## src/rtl/cpu_pkg.sv

```systemverilog
`default_nettype none
// ============================================================================
// Module      : cpu_pkg
// Description : Shared pipeline definitions: ALU opcode encoding, the packed
//               ID/EXE control bundle, the EXE-register action select and the
//               architectural zero-register index.
// Ports       : none (package)
// Revision    : 1.0 - initial release
// ============================================================================
package cpu_pkg;

    // Register index that is hardwired to zero; writes to it are discarded.
    localparam logic [4:0] c_REG_ZERO = 5'd0;

    // ALU opcode. All sixteen codes are named so any 4-bit value on the
    // decode bus maps to a legal enumerator.
    typedef enum logic [3:0] {
        ALU_ADD    = 4'd0,
        ALU_SUB    = 4'd1,
        ALU_AND    = 4'd2,
        ALU_OR     = 4'd3,
        ALU_XOR    = 4'd4,
        ALU_SLL    = 4'd5,
        ALU_SRL    = 4'd6,
        ALU_SRA    = 4'd7,
        ALU_SLT    = 4'd8,
        ALU_SLTU   = 4'd9,
        ALU_LUI    = 4'd10,
        ALU_PASS_B = 4'd11,
        ALU_RSV_C  = 4'd12,
        ALU_RSV_D  = 4'd13,
        ALU_RSV_E  = 4'd14,
        ALU_RSV_F  = 4'd15
    } alu_op_e;

    // Everything that crosses ID/EXE except the XLEN-wide data fields.
    typedef struct packed {
        logic       valid;
        alu_op_e    alu_op;
        logic       reg_write;
        logic       mem_read;
        logic       mem_write;
        logic       mem_to_reg;
        logic       alu_src;
        logic       branch;
        logic       uses_rs1;
        logic       uses_rs2;
        logic [4:0] rs1_addr;
        logic [4:0] rs2_addr;
        logic [4:0] rd_addr;
    } id_exe_ctrl_t;

    // A bubble is the all-zero bundle: not valid, no side effects, ALU_ADD.
    localparam id_exe_ctrl_t c_CTRL_BUBBLE = '0;

    // What the EXE register does on the coming edge.
    typedef enum logic [1:0] {
        ACT_HOLD   = 2'd0,
        ACT_FLUSH  = 2'd1,
        ACT_BUBBLE = 2'd2,
        ACT_LOAD   = 2'd3
    } exe_action_e;

    // Strip architectural side effects from an instruction that is not valid.
    // RegWrite is also dropped for rd = x0 so the forwarding unit never sees
    // a producer for the zero register.
    function automatic id_exe_ctrl_t gate_ctrl(input id_exe_ctrl_t c);
        id_exe_ctrl_t g;
        g           = c;
        g.reg_write = c.reg_write & c.valid & (c.rd_addr != c_REG_ZERO);
        g.mem_read  = c.mem_read  & c.valid;
        g.mem_write = c.mem_write & c.valid;
        g.branch    = c.branch    & c.valid;
        return g;
    endfunction

endpackage : cpu_pkg
`default_nettype wire

```

## src/rtl/load_use_detect.sv

```systemverilog
`default_nettype none
// ============================================================================
// Module      : load_use_detect
// Description : Combinational load-use hazard detector. Flags an ID-stage
//               instruction that reads the destination of a load currently
//               in EXE. Suppressed while EXE redirects the fetch stream, since
//               the ID instruction is about to be squashed anyway.
// Ports       : i_id_valid / i_id_rs*_addr / i_id_uses_rs* - ID source info
//               i_exe_valid / i_exe_mem_read / i_exe_rd_addr - EXE producer
//               i_flush        - branch/jump taken in EXE
//               o_hazard_stall - freeze PC and IF/ID, bubble into EXE
// Revision    : 1.0 - initial release
// ============================================================================
module load_use_detect
    import cpu_pkg::*;
(
    input  logic       i_id_valid,
    input  logic [4:0] i_id_rs1_addr,
    input  logic [4:0] i_id_rs2_addr,
    input  logic       i_id_uses_rs1,
    input  logic       i_id_uses_rs2,
    input  logic       i_exe_valid,
    input  logic       i_exe_mem_read,
    input  logic [4:0] i_exe_rd_addr,
    input  logic       i_flush,
    output logic       o_hazard_stall
);

    logic w_exe_is_load;
    logic w_rs1_match;
    logic w_rs2_match;

    // A load into x0 produces nothing that anyone can depend on.
    assign w_exe_is_load = i_exe_valid & i_exe_mem_read & (i_exe_rd_addr != c_REG_ZERO);

    // Only count a match when the operand is really read; unused source
    // fields often carry leftover immediate bits.
    assign w_rs1_match = i_id_uses_rs1 & (i_id_rs1_addr == i_exe_rd_addr);
    assign w_rs2_match = i_id_uses_rs2 & (i_id_rs2_addr == i_exe_rd_addr);

    assign o_hazard_stall = ~i_flush & i_id_valid & w_exe_is_load & (w_rs1_match | w_rs2_match);

endmodule : load_use_detect
`default_nettype wire

```

## src/rtl/id_exe_reg.sv

```systemverilog
`default_nettype none
// ============================================================================
// Module      : id_exe_reg
// Description : ID/EXE pipeline register with load-use bubble insertion,
//               branch flush, global memory-stall hold and two saturating
//               performance counters (load-use bubbles, flushes).
// Ports       : clk, rst (async, active low)
//               ID_*              - decoded instruction from the ID stage
//               EXE_branch_taken  - flush request from EXE
//               mem_stall         - global freeze from data memory
//               cnt_clr           - synchronous counter clear
//               EXE_*             - registered instruction for the EXE stage
//               hazard_stall      - combinational load-use stall to PC, IF/ID
//               bubble_cnt        - edges that loaded a load-use bubble
//               flush_cnt         - edges that loaded a flush bubble
// Revision    : 1.0 - initial release
// ============================================================================
module id_exe_reg
    import cpu_pkg::*;
#(
    parameter int XLEN  = 32,
    parameter int CNT_W = 16
) (
    input  logic             clk,
    input  logic             rst,

    input  logic             ID_valid,
    input  logic [XLEN-1:0]  ID_pc,
    input  logic [XLEN-1:0]  ID_rs1_data,
    input  logic [XLEN-1:0]  ID_rs2_data,
    input  logic [XLEN-1:0]  ID_imm,
    input  logic [4:0]       ID_rs1_addr,
    input  logic [4:0]       ID_rs2_addr,
    input  logic [4:0]       ID_rd_addr,
    input  logic             ID_uses_rs1,
    input  logic             ID_uses_rs2,
    input  logic [3:0]       ID_ALUOp,
    input  logic             ID_RegWrite,
    input  logic             ID_MemRead,
    input  logic             ID_MemWrite,
    input  logic             ID_MemtoReg,
    input  logic             ID_ALUSrc,
    input  logic             ID_Branch,

    input  logic             EXE_branch_taken,
    input  logic             mem_stall,
    input  logic             cnt_clr,

    output logic             EXE_valid,
    output logic [XLEN-1:0]  EXE_pc,
    output logic [XLEN-1:0]  EXE_rs1_data,
    output logic [XLEN-1:0]  EXE_rs2_data,
    output logic [XLEN-1:0]  EXE_imm,
    output logic [4:0]       EXE_rs1_addr,
    output logic [4:0]       EXE_rs2_addr,
    output logic [4:0]       EXE_rd_addr,
    output logic             EXE_uses_rs1,
    output logic             EXE_uses_rs2,
    output logic [3:0]       EXE_ALUOp,
    output logic             EXE_RegWrite,
    output logic             EXE_MemRead,
    output logic             EXE_MemWrite,
    output logic             EXE_MemtoReg,
    output logic             EXE_ALUSrc,
    output logic             EXE_Branch,

    output logic             hazard_stall,
    output logic [CNT_W-1:0] bubble_cnt,
    output logic [CNT_W-1:0] flush_cnt
);

    localparam logic [CNT_W-1:0] c_CNT_MAX = {CNT_W{1'b1}};
    localparam logic [CNT_W-1:0] c_CNT_ONE = {{(CNT_W-1){1'b0}}, 1'b1};

    id_exe_ctrl_t     r_ctrl;
    logic [XLEN-1:0]  r_pc;
    logic [XLEN-1:0]  r_rs1_data;
    logic [XLEN-1:0]  r_rs2_data;
    logic [XLEN-1:0]  r_imm;
    logic [CNT_W-1:0] r_bubble_cnt;
    logic [CNT_W-1:0] r_flush_cnt;

    id_exe_ctrl_t     w_id_ctrl;
    id_exe_ctrl_t     w_load_ctrl;
    logic             w_hazard;
    exe_action_e      w_action;

    // ------------------------------------------------------------------
    // Hazard detection against the instruction currently held in EXE
    // ------------------------------------------------------------------
    load_use_detect u_load_use_detect (
        .i_id_valid     (ID_valid),
        .i_id_rs1_addr  (ID_rs1_addr),
        .i_id_rs2_addr  (ID_rs2_addr),
        .i_id_uses_rs1  (ID_uses_rs1),
        .i_id_uses_rs2  (ID_uses_rs2),
        .i_exe_valid    (r_ctrl.valid),
        .i_exe_mem_read (r_ctrl.mem_read),
        .i_exe_rd_addr  (r_ctrl.rd_addr),
        .i_flush        (EXE_branch_taken),
        .o_hazard_stall (w_hazard)
    );

    assign hazard_stall = w_hazard;

    // ------------------------------------------------------------------
    // Bundle the ID control fields and gate their side effects
    // ------------------------------------------------------------------
    always_comb begin
        w_id_ctrl            = c_CTRL_BUBBLE;
        w_id_ctrl.valid      = ID_valid;
        w_id_ctrl.alu_op     = alu_op_e'(ID_ALUOp);
        w_id_ctrl.reg_write  = ID_RegWrite;
        w_id_ctrl.mem_read   = ID_MemRead;
        w_id_ctrl.mem_write  = ID_MemWrite;
        w_id_ctrl.mem_to_reg = ID_MemtoReg;
        w_id_ctrl.alu_src    = ID_ALUSrc;
        w_id_ctrl.branch     = ID_Branch;
        w_id_ctrl.uses_rs1   = ID_uses_rs1;
        w_id_ctrl.uses_rs2   = ID_uses_rs2;
        w_id_ctrl.rs1_addr   = ID_rs1_addr;
        w_id_ctrl.rs2_addr   = ID_rs2_addr;
        w_id_ctrl.rd_addr    = ID_rd_addr;
    end

    assign w_load_ctrl = gate_ctrl(w_id_ctrl);

    // ------------------------------------------------------------------
    // One action per edge. The memory stall outranks everything: a pending
    // flush or hazard is still being asserted by its source and will take
    // effect on the first edge after the stall releases.
    // ------------------------------------------------------------------
    always_comb begin
        w_action = ACT_LOAD;
        if (mem_stall) begin
            w_action = ACT_HOLD;
        end else if (EXE_branch_taken) begin
            w_action = ACT_FLUSH;
        end else if (w_hazard) begin
            w_action = ACT_BUBBLE;
        end
    end

    // ------------------------------------------------------------------
    // EXE register. Reset drops any held instruction without replay.
    // ------------------------------------------------------------------
    always_ff @(posedge clk or negedge rst) begin
        if (!rst) begin
            r_ctrl     <= c_CTRL_BUBBLE;
            r_pc       <= '0;
            r_rs1_data <= '0;
            r_rs2_data <= '0;
            r_imm      <= '0;
        end else begin
            case (w_action)
                ACT_LOAD: begin
                    r_ctrl     <= w_load_ctrl;
                    r_pc       <= ID_pc;
                    r_rs1_data <= ID_rs1_data;
                    r_rs2_data <= ID_rs2_data;
                    r_imm      <= ID_imm;
                end
                ACT_FLUSH, ACT_BUBBLE: begin
                    r_ctrl     <= c_CTRL_BUBBLE;
                    r_pc       <= '0;
                    r_rs1_data <= '0;
                    r_rs2_data <= '0;
                    r_imm      <= '0;
                end
                ACT_HOLD: begin
                    r_ctrl     <= r_ctrl;
                    r_pc       <= r_pc;
                    r_rs1_data <= r_rs1_data;
                    r_rs2_data <= r_rs2_data;
                    r_imm      <= r_imm;
                end
            endcase
        end
    end

    // ------------------------------------------------------------------
    // Saturating performance counters. Clear beats increment; a held edge
    // never counts because its action is ACT_HOLD.
    // ------------------------------------------------------------------
    always_ff @(posedge clk or negedge rst) begin
        if (!rst) begin
            r_bubble_cnt <= '0;
            r_flush_cnt  <= '0;
        end else if (cnt_clr) begin
            r_bubble_cnt <= '0;
            r_flush_cnt  <= '0;
        end else begin
            if ((w_action == ACT_BUBBLE) && (r_bubble_cnt != c_CNT_MAX)) begin
                r_bubble_cnt <= r_bubble_cnt + c_CNT_ONE;
            end
            if ((w_action == ACT_FLUSH) && (r_flush_cnt != c_CNT_MAX)) begin
                r_flush_cnt <= r_flush_cnt + c_CNT_ONE;
            end
        end
    end

    // ------------------------------------------------------------------
    // Outputs
    // ------------------------------------------------------------------
    assign EXE_valid    = r_ctrl.valid;
    assign EXE_pc       = r_pc;
    assign EXE_rs1_data = r_rs1_data;
    assign EXE_rs2_data = r_rs2_data;
    assign EXE_imm      = r_imm;
    assign EXE_rs1_addr = r_ctrl.rs1_addr;
    assign EXE_rs2_addr = r_ctrl.rs2_addr;
    assign EXE_rd_addr  = r_ctrl.rd_addr;
    assign EXE_uses_rs1 = r_ctrl.uses_rs1;
    assign EXE_uses_rs2 = r_ctrl.uses_rs2;
    assign EXE_ALUOp    = r_ctrl.alu_op;
    assign EXE_RegWrite = r_ctrl.reg_write;
    assign EXE_MemRead  = r_ctrl.mem_read;
    assign EXE_MemWrite = r_ctrl.mem_write;
    assign EXE_MemtoReg = r_ctrl.mem_to_reg;
    assign EXE_ALUSrc   = r_ctrl.alu_src;
    assign EXE_Branch   = r_ctrl.branch;

    assign bubble_cnt   = r_bubble_cnt;
    assign flush_cnt    = r_flush_cnt;

endmodule : id_exe_reg
`default_nettype wire

```

## config.mk

```make
export PLATFORM = sky130hd
export DESIGN_NAME = id_exe_reg
export DESIGN_NICKNAME = d
export VERILOG_FILES = /design/src/rtl/cpu_pkg.sv /design/src/rtl/load_use_detect.sv /design/src/rtl/id_exe_reg.sv
export SDC_FILE = /design/constraint.sdc
export NUM_CORES = 1
export LEC_CHECK = 0
export ABC_AREA = 1
export BUFFER_PORTS_ARGS = -buffer_cell sky130_fd_sc_hd__buf_2
export CORE_MARGIN = 8
export CORE_UTILIZATION = 49
export DETAILED_ROUTE_END_ITERATION = 8
export PLACE_DENSITY_LB_ADDON = 0.1
export REMOVE_ABC_BUFFERS = 1
export SETUP_SLACK_MARGIN = 0.1
export SLEW_MARGIN = 20
export SYNTH_ARGS = -nofsm -noshare
export SYNTH_HDL_FRONTEND = slang
export SYNTH_SLANG_ARGS = --single-unit
```

## constraint.sdc

```tcl
create_clock -name clk -period 1.9 [get_ports clk]
set_input_delay 0.19 -clock clk [delete_from_list [all_inputs] [get_ports clk]]
set_output_delay 0.19 -clock clk [all_outputs]
set_load 0.02 [all_outputs]
```

== Word-level counts from Yosys, hierarchy flattened ==
Index checks and enable logic that the tools add are counted.

* $add $sub $neg: 2
* Equality and inequality tests: 7
* Multiplexer cells: 12
* Bitwise gates (word level): 14
* Reduce and logical (&&, ||, !) cells: 8

{| class="wikitable"
|+ Operators by type and width
! cell !! number
|-
| 32-bit one-hot mux with 2 select lines || 4
|-
| 16-bit two-way mux || 4
|-
| 28-bit one-hot mux with 2 select lines || 1
|-
| 16-bit by 1-bit adder with 16-bit output (second input constant) || 2
|-
| 16-bit inequality test (second input constant) || 2
|-
| 1-bit AND || 12
|-
| 5-bit equality test || 2
|-
| 5-bit nonzero test || 2
|-
| 2-bit equality test (second input constant) || 2
|-
| 2-bit two-way mux || 2
|-
| 2-bit nonzero test || 2
|-
| 2-bit by 1-bit equality test with 1-bit output (second input constant) || 1
|-
| 1-bit logical AND || 2
|-
| 2-bit logical NOT || 1
|-
| 2-bit OR reduction || 1
|-
| 1-bit two-way mux || 1
|-
| 1-bit NOT || 1
|-
| 1-bit OR || 1
|}

* Flip-flop bits (word level): 188
* Input port bits: 161

== Depth between registers and ports, before layout ==
* Depth after elaboration: 11
* Mapped depth: 11
* Mapped depth without buffers: 10

== Hierarchy ==
Synthesis repeated with hierarchy kept, for this count alone.

* Cells, all modules: 728
* Area total of the unflattened synthesis: 7825.0 sq um

{| class="wikitable"
|+ Modules (own cells, without submodules)
! module !! instances !! cells an instance !! area an instance (sq um) !! sequential area each (sq um)
|-
| id_exe_reg || 1 || 674 || 7587.3 || 4704.5
|-
| load_use_detect || 1 || 54 || 237.7 || 0.0
|}

== Least setup slack after synthesis ==
Ideal clock, no wire load.

* Path kind: flip-flop to flip-flop
* From: register r_flush_cnt[0] (netlist: flush_cnt[0])
* To: register r_flush_cnt[12] (netlist: flush_cnt[12])
* Setup time: 128 ps
* Arrival: 1652 ps
* Path slack: 120 ps
* Cell stages (with the launch flop): 10
* Buffers on the path: 1
* Clock period less this slack: 1780 ps
* Cell sequence: dfrtp_1 ha_1 nand3_1 nor2_1 nand3_1 nand2_1 inv_1 buf_2 nand4_1 o21ai_0

* Word-level cells in the longest chain between the ends: 3
* Elaborated cells on any way between the ends: 6

{| class="wikitable"
|+ RTL lines
! item !! RTL line !! source
|-
| start, declared || id_exe_reg.sv:81 || <nowiki>logic [CNT_W-1:0] r_flush_cnt;</nowiki>
|-
| start signal, assigned || id_exe_reg.sv:197 || <nowiki>r_flush_cnt <= r_flush_cnt + c_CNT_ONE;</nowiki>
|-
| 16-bit by 1-bit adder with 16-bit output / 16-bit inequality test (equally long branches) || id_exe_reg.sv:197, id_exe_reg.sv:196 ||
|-
| 16-bit two-way mux / 1-bit logical AND (equally long branches) || id_exe_reg.sv:196 || <nowiki>if ((w_action == ACT_FLUSH) && (r_flush_cnt != c_CNT_MAX)) begin</nowiki>
|-
| 16-bit two-way mux / 2-bit nonzero test (equally long branches) || - ||
|}

Several ways; a longest one is shown, not always the timed one. The select of a mux whose other input is x is not followed.
A chain may end at the register's enable or synchronous reset.

== Final worst setup path ==
* From: register r_ctrl (netlist bit EXE_rd_addr[0])
* To: output hazard_stall

* Word-level cells in the longest chain between the ends: 4
* Elaborated cells on any way between the ends: 9

{| class="wikitable"
|+ RTL lines
! item !! RTL line !! source
|-
| start, declared || id_exe_reg.sv:75 || <nowiki>id_exe_ctrl_t r_ctrl;</nowiki>
|-
| start signal, assigned || id_exe_reg.sv:149 || <nowiki>r_ctrl <= c_CTRL_BUBBLE;</nowiki>
|-
| start signal, assigned || id_exe_reg.sv:157 || <nowiki>r_ctrl <= w_load_ctrl;</nowiki>
|-
| start signal, assigned || id_exe_reg.sv:164 || <nowiki>r_ctrl <= c_CTRL_BUBBLE;</nowiki>
|-
| 5-bit equality test, or another cell as far along || load_use_detect.sv:38 || <nowiki>assign w_rs1_match = i_id_uses_rs1 & (i_id_rs1_addr == i_exe_rd_addr);</nowiki>
|-
| 1-bit AND (on tied branches) || load_use_detect.sv:38, load_use_detect.sv:34, load_use_detect.sv:39 ||
|-
| 1-bit OR / 1-bit AND (equally long branches) || load_use_detect.sv:41 || <nowiki>assign o_hazard_stall = ~i_flush & i_id_valid & w_exe_is_load & (w_rs1_match | w_rs2_match);</nowiki>
|-
| 1-bit AND * || load_use_detect.sv:41 ||
|-
| end, declared || id_exe_reg.sv:67 || <nowiki>output logic hazard_stall,</nowiki>
|}

Every way passes the cells marked *; elsewhere a longest branch is shown, timed or not.

==> flow_metrics.tcl <==
set metrics [dict create \
    status "complete, no violations" \
    drt-total-wl_um 30870 \
    p_seq_share_pct 46.3 \
    final_antenna_net_count 0 \
    rows 48 \
    crit_path_start_kind "flop" \
    dr.pass1.iters 5 \
    worstHoldPathType "in -> reg" \
    finalHoldViolCount 0 \
    ys_top_cells_by_area "dfrtp_1 55%, nand2_1 18%, nand3_1 9.8%" \
    end_kind "primary output" \
    timing.rr.start "EXE_rd_addr[1]$_DFFE_PN0P_" \
    min_from "ID_rs1_data[5]" \
    required_ns 1.71 \
    worst-path-buf-inv 3 \
    place_area_um2 10530 \
    cts_tree "done" \
    layout.nets 1657 \
    cts.clk_slew.worst_paths_ns 0.07 \
    synth-seq-cells 188 \
    r2r_end "EXE_imm[13]$_DFFE_PN0P_" \
    grt_pass1_wl_um 48520 \
    clock_path_buffers 2 \
    r2r_slack_ns 0.06 \
    min_to "EXE_rs1_data[5]$_DFFE_PN0P_" \
    netlist_area_um2 8509 \
    max_cap_viol_count 0 \
    fp.dieH_um 147.8 \
    crit_slowest_cell "dfrtp_1" \
    p_int_mw 6.765 \
    skew_ns 0.01123 \
    r2r_cells 11 \
    critPathKind "reg -> out" \
    wl_per_cell_um 17.77 \
    placed_cells 1564 \
    cp_max_fo 6 \
    max_freq_mhz 526.4 \
    hold_slack_ns 0.004479 \
    vias 8893 \
    synth_edf_count 0 \
    grt.overflow.total 0 \
    critPathMaxStageDelay_ns 0.44 \
    critPathTopFamily "simple AND/OR/NAND/NOR gates" \
    synthCells 1019 \
    tns_ns 0 \
    avgSynthCellArea_um2 8.351 \
    rsz0062_at_grt "yes" \
    grt_pass1_vias 9066 \
    htreeDepth 4 \
    syn_to_final_growth_pct 47.68 \
    synth.top_cells.by_count "408 x nand2_1, 188 x dfrtp_1, 166 x nand3_1" \
    synth_seq_area_share_pct 55.29 \
    grt_use_total_pct 27.93 \
    fin_area_um2 12570 \
    critPathMostFrequentCell "nand2_1" \
    arrival_ns 1.71 \
    start_util_pct 49.71 \
    switching_share_pct 29.35 \
    dr.first_iter.drc_count 642 \
    slew-limit-headroom_pct 60.34 \
    portBuffers 349 \
    fin_total_pwr_mw 9.576 \
    design.core.area_um2 17120 \
    min_period_over_period_pct 99.98 \
    path_cells "nand2_1 > nand2_1 > nor2_1 > nand3_1 > nand2_4 > nand2_8 > buf_12 > clkinv_4 > buf_6" \
    pin_count 350 \
    clkSinkCount 188 \
    dp_hpwl_um 20600 \
    die_area_um2 21840 \
    clk_latency_ns 0.43 \
    synth_most_common_cell "nand2_1" \
    power_density_nw_per_um2 762.0 \
    yosys.area.top_type "dfrtp_1" \
    die_width_um 147.8 \
    numCtsBuffers 17 \
    holdPathStages 3 \
    synth_top_area_share_pct 55.29 \
    yosysWarnings 0 \
    drv_slew 0 \
    cts_root_buf "clkbuf_16" \
    pwr-share-clk_pct 35.7 \
    grt_max_degree 122 \
    vdd.ir_drop.worst_mv 0.6182 \
    pwr-share-comb_pct 18.0 \
    switchingPower_mw 2.811 \
    gp_congestion 0.8717 \
    vias_per_cell 5.120 \
    final_cells 1737 \
    finalSetupViolations 0 \
    worst_slew_pin_slew_ns 0.5949 \
    antenna_found_initial 5 \
    drc_errors 0 \
    synthArstFlopShare_pct 100.0 \
    drive_gt1_share_pct 30.39 \
    synthDistinctLibCells 29 \
    p_leak_nw 7.012 \
    fin_crit_ns 1.900 \
    synth_flop_cell "dfrtp_1" \
]
==> placed cells by master (no fill, tap or decap), types with 3 or more instances in the layout <==
cell	netlist	final
buf_12	0	10
buf_2	7	346
buf_4	1	27
clkbuf_1	33	3
clkbuf_16	0	18
clkinv_4	0	3
clkinvlp_4	0	5
dfrtp_1	188	186
diode_2	0	5
dlygate4sd3_1	0	125
inv_1	42	37
inv_2	3	6
inv_6	0	3
nand2_1	408	402
nand2_2	3	7
nand3_1	166	166
nand3_2	11	11
nand4_1	25	25
nor2_1	52	51
nor3_1	5	5
nor3_2	3	3
o21ai_0	26	26
o21ai_1	3	3
xnor2_1	5	5
xor2_1	9	9
==> cells by family after synthesis <==
family / Yosys count / share of synthesized area [%]
adders and majority gates: 2 / 0.2940
DFF: 188 / 55.29
xor gates and xnor gates: 14 / 1.441
AOI/OAI and AO/OA: 34 / 2.147
buffers and inverters: 104 / 6.234
and+or+nand+nor: 677 / 34.60
==> worst min-delay path: cells and delay by family <==
kind | cells | cell delay, ns
buffers and inverters | 1 | 0.08
and+or+nand+nor | 2 | 0.13
==> how the worst max path moves through the flow <==
stage,slack [ns],to,depth (start not counted),start
2_1_floorplan,-4.43,EXE_rd_addr[2]$_DFFE_PN0P_,3,mem_stall
3_3_place_gp,0.18,bubble_cnt[3]$_DFFE_PN0P_,10,bubble_cnt[1]$_DFFE_PN0P_
3_5_place_dp,0.12,bubble_cnt[5]$_DFFE_PN0P_,10,bubble_cnt[1]$_DFFE_PN0P_
4_1_cts,-0.04,hazard_stall,10,EXE_rd_addr[1]$_DFFE_PN0P_
5_1_grt,-0.05,hazard_stall,10,EXE_rd_addr[1]$_DFFE_PN0P_
6_report,0.0004,hazard_stall,9,EXE_rd_addr[0]$_DFFE_PN0P_
==> power groups by stage <==
stage                     Combinational, mW  Sequential, mW  Clock (mW)
after CTS                              1.71            4.42        3.47
after detailed placement               1.50            4.48           0
final                                  1.73            4.43        3.42
after global routing                   1.87            4.46        3.64
after floorplan                       0.365            4.82           0
after global placement                 1.48            4.48           0
==> final cells by class <==
type	instances	area [µm²]
antenna	5	12.51
clock buffer	20	436.7
clock inverter	12	113.9
fill	1271	4549
inverter	46	183.9
multi-input combinational	727	3324
sequential	188	4707
tap	225	281.5
timing repair buffer	514	3507
==> routing by layer <==
metal  track usage [%]  vias to the layer above  part of all wire [%]
met5                 0                        -                 0.042
met4             12.44                        2                   3.4
met3             9.233                       68                   8.6
met2             45.87                      381                    50
met1             32.84                     4216                    38
li1                  -                     4226                     -
==> metrics by stage <==
step	setup slack, ns	utilization (%)
4_1_cts	-0.04374	72.68
3_5_place_dp	0.1186	61.54
2_1_floorplan	-4.425	-
5_1_grt	-0.05382	73.41
6_report	0.0003872	73.42
3_3_place_gp	0.1844	61.54
==> flip-flops by register name, summed over array words and instances (netlist names) <==
signal,flops
EXE_imm,32
EXE_pc,32
EXE_rs1_data,32
EXE_rs2_data,32
bubble_cnt,16
flush_cnt,16
EXE_rd_addr,5
EXE_rs1_addr,5
EXE_rs2_addr,5
EXE_ALUOp,4
EXE_ALUSrc,1
EXE_Branch,1
EXE_MemRead,1
EXE_MemWrite,1
EXE_MemtoReg,1
EXE_RegWrite,1
EXE_uses_rs1,1
EXE_uses_rs2,1
EXE_valid,1
==> what timing repair did <==
item                                    in CTS  in global routing
endpoints found under the hold margin      173                  0
hold buffers                               125                  0
pin swaps                                    5                  7
buffers inserted                             4                  5
endpoints found under the setup margin       2                172
resized for setup                           11                 13
gates cloned                                 1                  1
Note: power is estimated with default switching activity, not from simulation.
